[src/rtl/mem_xfer_ctrl_pkg.sv]
// Shared state encoding, direction constants and default widths for the
// mem_xfer_ctrl block-transfer initiator.
package mem_xfer_ctrl_pkg;

  localparam int DEF_AW = 4;
  localparam int DEF_DW = 4;

  localparam logic DIR_RAM2REG = 1'b0;
  localparam logic DIR_REG2RAM = 1'b1;

  typedef enum logic [2:0] {
    IDLE,
    RD,
    WAIT,
    WR,
    FIN
  } xfer_state_t;

endpackage

[src/rtl/mem_xfer_ctrl_addr_gen.sv]
// Source/destination address pair with modulo-2**AW wrap and a remaining-word
// down-counter; one instance serves both sides of a transfer.
module xfer_addr_gen
  import mem_xfer_ctrl_pkg::*;
#(
  parameter int AW = DEF_AW
) (
  input  logic          clk,
  input  logic          rst,
  input  logic          load,
  input  logic          step,
  input  logic [AW-1:0] src_base,
  input  logic [AW-1:0] dst_base,
  input  logic [AW:0]   len,
  output logic [AW-1:0] src,
  output logic [AW-1:0] dst,
  output logic          last
);

  localparam logic [AW:0] LEN_MAX = {1'b1, {AW{1'b0}}};

  logic [AW:0] cnt;
  logic [AW:0] len_clamped;

  // A store only holds 2**AW words, so longer requests copy each word once.
  assign len_clamped = (len > LEN_MAX) ? LEN_MAX : len;

  always_ff @(posedge clk or posedge rst) begin
    if (rst) begin
      src <= '0;
      dst <= '0;
      cnt <= '0;
    end else if (load) begin
      src <= src_base;
      dst <= dst_base;
      cnt <= len_clamped;
    end else if (step) begin
      src <= src + AW'(1);
      dst <= dst + AW'(1);
      cnt <= cnt - (AW+1)'(1);
    end
  end

  // Flags the word whose write brings the count to zero.
  assign last = (cnt == (AW+1)'(1));

endmodule

[src/rtl/mem_xfer_ctrl.sv]
// Block-transfer initiator copying a run of words between the RAM and the
// register file. Optional XFER_CHECKSUM_EN adds a running XOR of written words.
module mem_xfer_ctrl
  import mem_xfer_ctrl_pkg::*;
#(
  parameter int AW       = DEF_AW,
  parameter int DW       = DEF_DW,
  parameter int READ_LAT = 1
) (
  input  logic          clk,
  input  logic          rst,
  input  logic          start,
  input  logic          dir,
  input  logic [AW-1:0] src_base,
  input  logic [AW-1:0] dst_base,
  input  logic [AW:0]   len,
  output logic          busy,
  output logic          done,
  output logic          ram_cs,
  output logic          ram_rd,
  output logic          ram_wrt,
  output logic [AW-1:0] ram_addr,
  output logic [DW-1:0] ram_wdata,
  input  logic [DW-1:0] ram_rdata,
  output logic          reg_en,
  output logic [AW-1:0] reg_addr,
  output logic [DW-1:0] reg_wdata,
  input  logic [DW-1:0] reg_rdata
`ifdef XFER_CHECKSUM_EN
  ,
  output logic [DW-1:0] chk
`endif
);

  xfer_state_t   state, state_nxt;
  logic          dir_q;
  logic [DW-1:0] data_q;
  logic [1:0]    wait_cnt;
  logic [AW-1:0] src, dst;
  logic          last;
  logic          accept;
  logic          load;

  assign accept = (state == IDLE) && start;
  assign load   = accept && (len != '0);

  xfer_addr_gen #(.AW(AW)) u_addr_gen (
    .clk      (clk),
    .rst      (rst),
    .load     (load),
    .step     (state == WR),
    .src_base (src_base),
    .dst_base (dst_base),
    .len      (len),
    .src      (src),
    .dst      (dst),
    .last     (last)
  );

  // NOTE: sequential state uses non-blocking assignments so every register
  // samples pre-edge values regardless of process evaluation order.
  always_ff @(posedge clk or posedge rst) begin
    if (rst) state <= IDLE;
    else     state <= state_nxt;
  end

  always_ff @(posedge clk or posedge rst) begin
    if (rst) begin
      dir_q    <= DIR_RAM2REG;
      data_q   <= '0;
      wait_cnt <= '0;
    end else begin
      if (load) dir_q <= dir;
      if (state == RD) wait_cnt <= 2'(READ_LAT - 1);
      else if (state == WAIT && wait_cnt != 2'd0) wait_cnt <= wait_cnt - 2'd1;
      // Read data is valid only on the last WAIT cycle.
      if (state == WAIT && wait_cnt == 2'd0)
        data_q <= (dir_q == DIR_RAM2REG) ? ram_rdata : reg_rdata;
    end
  end

  // NOTE: every combinational output gets a default first, so no path through
  // the case statement can leave a value unassigned and infer a latch.
  always_comb begin
    state_nxt = state;
    case (state)
      IDLE: if (start) state_nxt = (len != '0) ? RD : FIN;
      RD:   state_nxt = WAIT;
      WAIT: if (wait_cnt == 2'd0) state_nxt = WR;
      WR:   state_nxt = last ? FIN : RD;
      FIN:  state_nxt = IDLE;
      default: state_nxt = IDLE;
    endcase
  end

  always_comb begin
    busy      = 1'b0;
    done      = 1'b0;
    ram_cs    = 1'b0;
    ram_rd    = 1'b0;
    ram_wrt   = 1'b0;
    ram_addr  = '0;
    ram_wdata = '0;
    reg_en    = 1'b0;
    reg_addr  = '0;
    reg_wdata = '0;
    case (state)
      RD, WAIT: begin
        busy = 1'b1;
        if (dir_q == DIR_RAM2REG) begin
          ram_addr = src;
          if (state == RD) begin
            ram_cs = 1'b1;
            ram_rd = 1'b1;
          end
        end else begin
          reg_addr = src;
        end
      end
      WR: begin
        busy = 1'b1;
        if (dir_q == DIR_RAM2REG) begin
          reg_en    = 1'b1;
          reg_addr  = dst;
          reg_wdata = data_q;
        end else begin
          ram_cs    = 1'b1;
          ram_wrt   = 1'b1;
          ram_addr  = dst;
          ram_wdata = data_q;
        end
      end
      FIN: done = 1'b1;
      default: ;
    endcase
  end

`ifdef XFER_CHECKSUM_EN
  // Cleared on any accepted start, including len=0, and held after FIN.
  always_ff @(posedge clk or posedge rst) begin
    if (rst)               chk <= '0;
    else if (accept)       chk <= '0;
    else if (state == WR)  chk <= chk ^ data_q;
  end
`endif

endmodule
[config.mk]
export PLATFORM = sky130hd
export DESIGN_NAME = mem_xfer_ctrl
export DESIGN_NICKNAME = d
export VERILOG_FILES = /design/src/rtl/mem_xfer_ctrl_pkg.sv /design/src/rtl/mem_xfer_ctrl_addr_gen.sv /design/src/rtl/mem_xfer_ctrl.sv
export SDC_FILE = /design/constraint.sdc
export NUM_CORES = 1
export LEC_CHECK = 0
export CELL_PAD_IN_SITES_DETAIL_PLACEMENT = 1
export CELL_PAD_IN_SITES_GLOBAL_PLACEMENT = 2
export CORE_MARGIN = 2
export CORE_UTILIZATION = 24
export CTS_CLUSTER_SIZE = 10
export DETAILED_ROUTE_END_ITERATION = 10
export PLACE_DENSITY_LB_ADDON = 0.1
export SLEW_MARGIN = 20
export SYNTH_ARGS = -nofsm -noshare
export SYNTH_HDL_FRONTEND = slang
export SYNTH_SLANG_ARGS = --single-unit
[constraint.sdc]
create_clock -name clk -period 1.5 [get_ports clk]
set_input_delay 0.3 -clock clk [delete_from_list [all_inputs] [get_ports clk]]
set_output_delay 0.3 -clock clk [all_outputs]
set_load 0.05 [all_outputs]
After elaboration in Yosys (flattened, before gate mapping)
Cells that the tools add are included.
- bits in registers: 23
- input bits: 25
- output and inout bits: 22
- logic and storage cells: 67
- $add $sub $neg: 4
- magnitude comparators: 1
- equality and inequality tests: 7
- mux-type cells: 35
- reductions and logical operators: 13
- operators by type and width (cell ; count):
    two-way mux 4 bit ; 13
    one-hot mux 4 bit (2 select lines) ; 2
    two-way mux 5 bit ; 3
    two-way mux 3 bit ; 4
    one-hot mux 3 bit (4 select lines) ; 1
    two-way mux 1 bit ; 9
    adder 4 x 1 -> 4 bit, second input constant ; 2
    equality test 3 x 2 -> 1 bit, second input constant ; 2
    nonzero test 2 bit ; 3
    equality test 5 x 1 -> 1 bit, second input constant ; 1
    > comparator 5 bit, second input constant ; 1
    nonzero test 5 bit ; 1
    subtractor 5 x 1 -> 5 bit, second input constant ; 1
    logical AND 1 bit ; 4
    two-way mux 2 bit ; 2
    equality test 3 x 1 -> 1 bit, second input constant ; 1
    equality test 3 bit, second input constant ; 1
    zero test 3 bit ; 1
    OR reduction 3 bit ; 1
    zero test 2 bit ; 1
    inequality test 2 x 1 -> 1 bit, second input constant ; 1
    inequality test 2 bit, second input constant ; 1
    one-hot mux 1 bit (2 select lines) ; 1
    AND reduction 2 bit ; 1
    other kinds (2) ; 2

Longest topological paths before layout
- depth after elaboration: 4
- gate-level depth with buffers: 7
- gate-level depth less buffers: 6

Modules after synthesis
From an unflattened synthesis, not the netlist that was laid out.
- cells, all modules: 167
- area, all modules: 1500.2 um^2
- by module, submodules not included (module ; instances ; cells each ; area each (um^2) ; sequential area each (um^2)):
    mem_xfer_ctrl ; 1 ; 97 ; 778.2 ; 250.2
    xfer_addr_gen ; 1 ; 70 ; 721.9 ; 325.3

Least setup slack after synthesis
No wires, ideal clock.
- path kind: register -> output
- from: reg state[0]
- to: out ram_cs
- arrival: 2787 ps
- data required time: 1200 ps
- slack: -1587 ps
- stages on the path, launching flop included: 5
- cell sequence: dfrtp_1 buf_2 inv_1 nor4_1 or2_2
- cells in the longest elaborated chain, start to end: 4
- elaborated cells on any way between the ends: 7
- those cells by class: eq/ne (3); mux (3); reduce/logical (1)
- ends and longest elaborated chain (element ; line ; RTL):
    start, declared ; mem_xfer_ctrl.sv:35 ; xfer_state_t state, state_nxt;
    start signal, assigned ; mem_xfer_ctrl.sv:64 ; else state <= state_nxt;
    equality test 3 x 1 -> 1 bit ; mem_xfer_ctrl.sv:107, mem_xfer_ctrl.sv:112 ;
    two-way mux 1 bit ; mem_xfer_ctrl.sv:112 ; if (state == RD) begin
    two-way mux 1 bit ; mem_xfer_ctrl.sv:110 ; if (dir_q == DIR_RAM2REG) begin
    one-hot mux 1 bit (2 select lines) (*) ; mem_xfer_ctrl.sv:107 ; case (state)
    end, declared ; mem_xfer_ctrl.sv:19 ; output logic ram_cs,
Mark *: on every way between the ends. The rest lies on a longest branch, timed or not.

Worst setup path in the final report
- from: reg state[0]
- to: out reg_addr[3]
- cells in the longest elaborated chain, start to end: 3
- elaborated cells on any way between the ends: 5
- those cells by class: eq/ne (3); mux (1); reduce/logical (1)
- ends and longest elaborated chain (element ; line ; RTL):
    equality test 3 x 1 -> 1 bit or equality test 3 x 2 -> 1 bit (tied branches) ; mem_xfer_ctrl.sv:107 ;
    OR reduction 2 bit ; mem_xfer_ctrl.sv:107 ;
    one-hot mux 4 bit (2 select lines) (*) ; mem_xfer_ctrl.sv:107 ;
    end, declared ; mem_xfer_ctrl.sv:26 ; output logic [AW-1:0] reg_addr,
Marks and branches as above.

==> results.cfg <==
[critical_path]
cp_num_buf_inv = 2
crit_family = flip-flops
critPathSlowestCell = dfrtp_1
required_ns = 1.20
end_kind = primary output
startpoint_type = flop
cp.arrival_ns = 1.61
r2r_end = u_addr_gen.cnt[2]
timing.critical_path.from = state[0]
critPathKind = reg2out
path_max_fanout = 4
reg2reg_depth = 8
slowest_delay_ns = 0.42
cp_cell_sequence = buf_6 > xnor2_4 > nor2_4 > nand2_4 > o21ai_4 > buf_12
r2r_start = state[1]
rrSetupSlack_ns = -0.41

[run_status]
violations = setup timing
status = finished with violations

[die]
die_h_um = 83.0
ios = 47
rows = 28
die-area_um2 = 6890
core_um2 = 5990
die_w_um = 83.0
start_util_pct = 25.0

[placement]
place_hpwl_mm = 4.08
gp_congestion = 0.812
portBuffers = 46
place_area_um2 = 2660
place_ws_ns = -0.644

[cells_and_area]
fin_nets = 293
area_growth_pct = 108
antenna_cells = 0
drive_gt1_share_pct = 51.5
stdcell_area_um2 = 3120

[power_and_ir_drop]
peakVddDrop_mv = 1.53
finalPower_mw = 7.88
leakage_nw = 1.29
power.density_nw_per_um2 = 2530

[flow_run]
cap_violations = 0

[timing]
fin_ws_ns = -0.414
max_slew_margin_pct = 69.4
tns_ns = -11.80
period_needed_ns = 1.91
finalHoldViolCount = 0
tightest_slew_ns = 0.457
max_freq_mhz = 522
setup-violations-final = 38
finalClockSkew_ns = 0.00362
period_share_pct = 128
grt_setup_unrepaired = true
final_max_slew_viol_count = 0
whs_ns = 0.354

[clocking]
clock_latency_ns = 0.27
cts.path.max_buffers = 2
clkTransAtPathRegs_ns = 0.09
clockRootBuffer = clkbuf_8
htree_levels = 1
clkSinkCount = 23
cts_buffers = 3
cts_tree = built

[drt]
drt_pass1_iterations = 4
vias_per_cell = 4.97
via_count = 1674
drc = 0
postRouteAntennaNets = 0
routed_wl_mm = 5.88
wl_per_cell_um = 17.4
drtIter0Drc = 44

[yosys]
syn_area_per_cell_um2 = 8.61
yosysTopAreaCellShare_pct = 38.4
yosysSeqAreaShare_pct = 38.4
syn-num-nets = 204
yosysTopAreaCell = dfrtp_1
ys_ff_latch = 23
synth_async_sr_flop_share_pct = 100
synth_edf_count = 0
synth_commonest_cells = dfrtp_1 (23), nand2_1 (18), nor2_1 (15)
netlist_area_um2 = 1500
yosys_most_used_dff = dfrtp_1
synth_most_common_cell = dfrtp_1
synth_cell_types = 39
synthCells = 174
yosys_warnings = 0
synthTopCellsByArea = dfrtp_1 (38%), o21ai_0 (4.7%), nand2_1 (4.5%), ha_1 (4.2%), and3_1 (3.8%)

[global_routing]
antenna_found_initial = 0
grt_pass1_vias = 1969
grt-ovfl-total = 0
grt_usage_pct = 17.0
grt_max_degree = 24
grt_pass1_wl_mm = 9.58

[hold_path]
min_to = u_addr_gen.cnt[2]
hold_class = in2reg
hp-start = len[2]
min_delay_path_depth = 3
==> layout by cell type, fill, tap and decap left out, types with 5 or more instances in the layout <==
cell / count
buf_4: 31
a21oi_1: 5
a221o_1: 5
and3_4: 8
clkdlybuf4s50_1: 20
nor2_4: 6
buf_6: 13
o21ai_1: 6
inv_1: 6
dfrtp_1: 20
nand2_1: 12
nor2_1: 8
buf_12: 25
o21ai_4: 6
==> repair_timing <==
action / CTS / global route
endpoints found under the setup margin: 44 / 43
setup buffers: 10 / 6
gates cloned: 1 / 0
resized for setup: 55 / 29
pin swaps: 26 / 7
hold buffers: 0 / 0
==> power by group <==
part / switching, mW / internal [mW] / total, mW
Sequential: 0.377 / 0.905 / 1.28
Combinational: 3.16 / 3.02 / 6.18
Clock: 0.227 / 0.188 / 0.415
Total: 3.76 / 4.12 / 7.88
==> layer usage <==
layer	up-vias	track usage (%)	wire length, um
met5	-	0	0
li1	802	-	-
met3	8	2.78	185
met2	39	32.6	3240
met1	825	19.0	2330
met4	0	5.37	119
==> registers in the layout, summed over array words and instances, names as in the netlist <==
register	count
dir_q	1
u_addr_gen.dst	4
wait_cnt	2
state	3
u_addr_gen.cnt	5
u_addr_gen.src	4
data_q	4
==> kinds of logic after synthesis <==
kind of cell / Yosys count / synth area share (%)
fa+ha+maj: 5 / 4.17
xor+xnor: 6 / 3.51
simple gates: 76 / 26.6
buf+inv: 18 / 5.34
compound gates: 42 / 19.3
flops: 23 / 38.4
mux: 4 / 2.67
==> metrics by stage <==
step | util [%] | std cells
floorplan | - | 174
global placement | 44.4 | 317
detailed placement | 44.4 | 317
CTS | 50.1 | 332
global route | 52.1 | 337
finish | 52.1 | 337
==> area by class of cell <==
cell class | count | area (um^2)
repair buffers | 94 | 1120
inverters | 7 | 31.3
clock inverters | 1 | 7.51
multi-input cells | 134 | 1250
clock buffers | 3 | 41.3
fillers | 653 | 2870
well taps | 75 | 93.8
flip-flops and latches | 23 | 579
==> worst max path at each step <==
stage                        endpoint  cells past startpoint
floorplan                      ram_cs                      4
global placement    u_addr_gen.cnt[1]                      5
detailed placement  u_addr_gen.dst[3]                      5
CTS                       ram_addr[3]                      6
global route              ram_addr[1]                      6
finish                    reg_addr[3]                      6
==> worst min-delay path: cells and delay by family <==
kind	cells	cell delay [ns]
buffers and inverters	2	0.18
AO/OA/AOI/OAI	1	0.11
(Power assumes the default switching activity.)
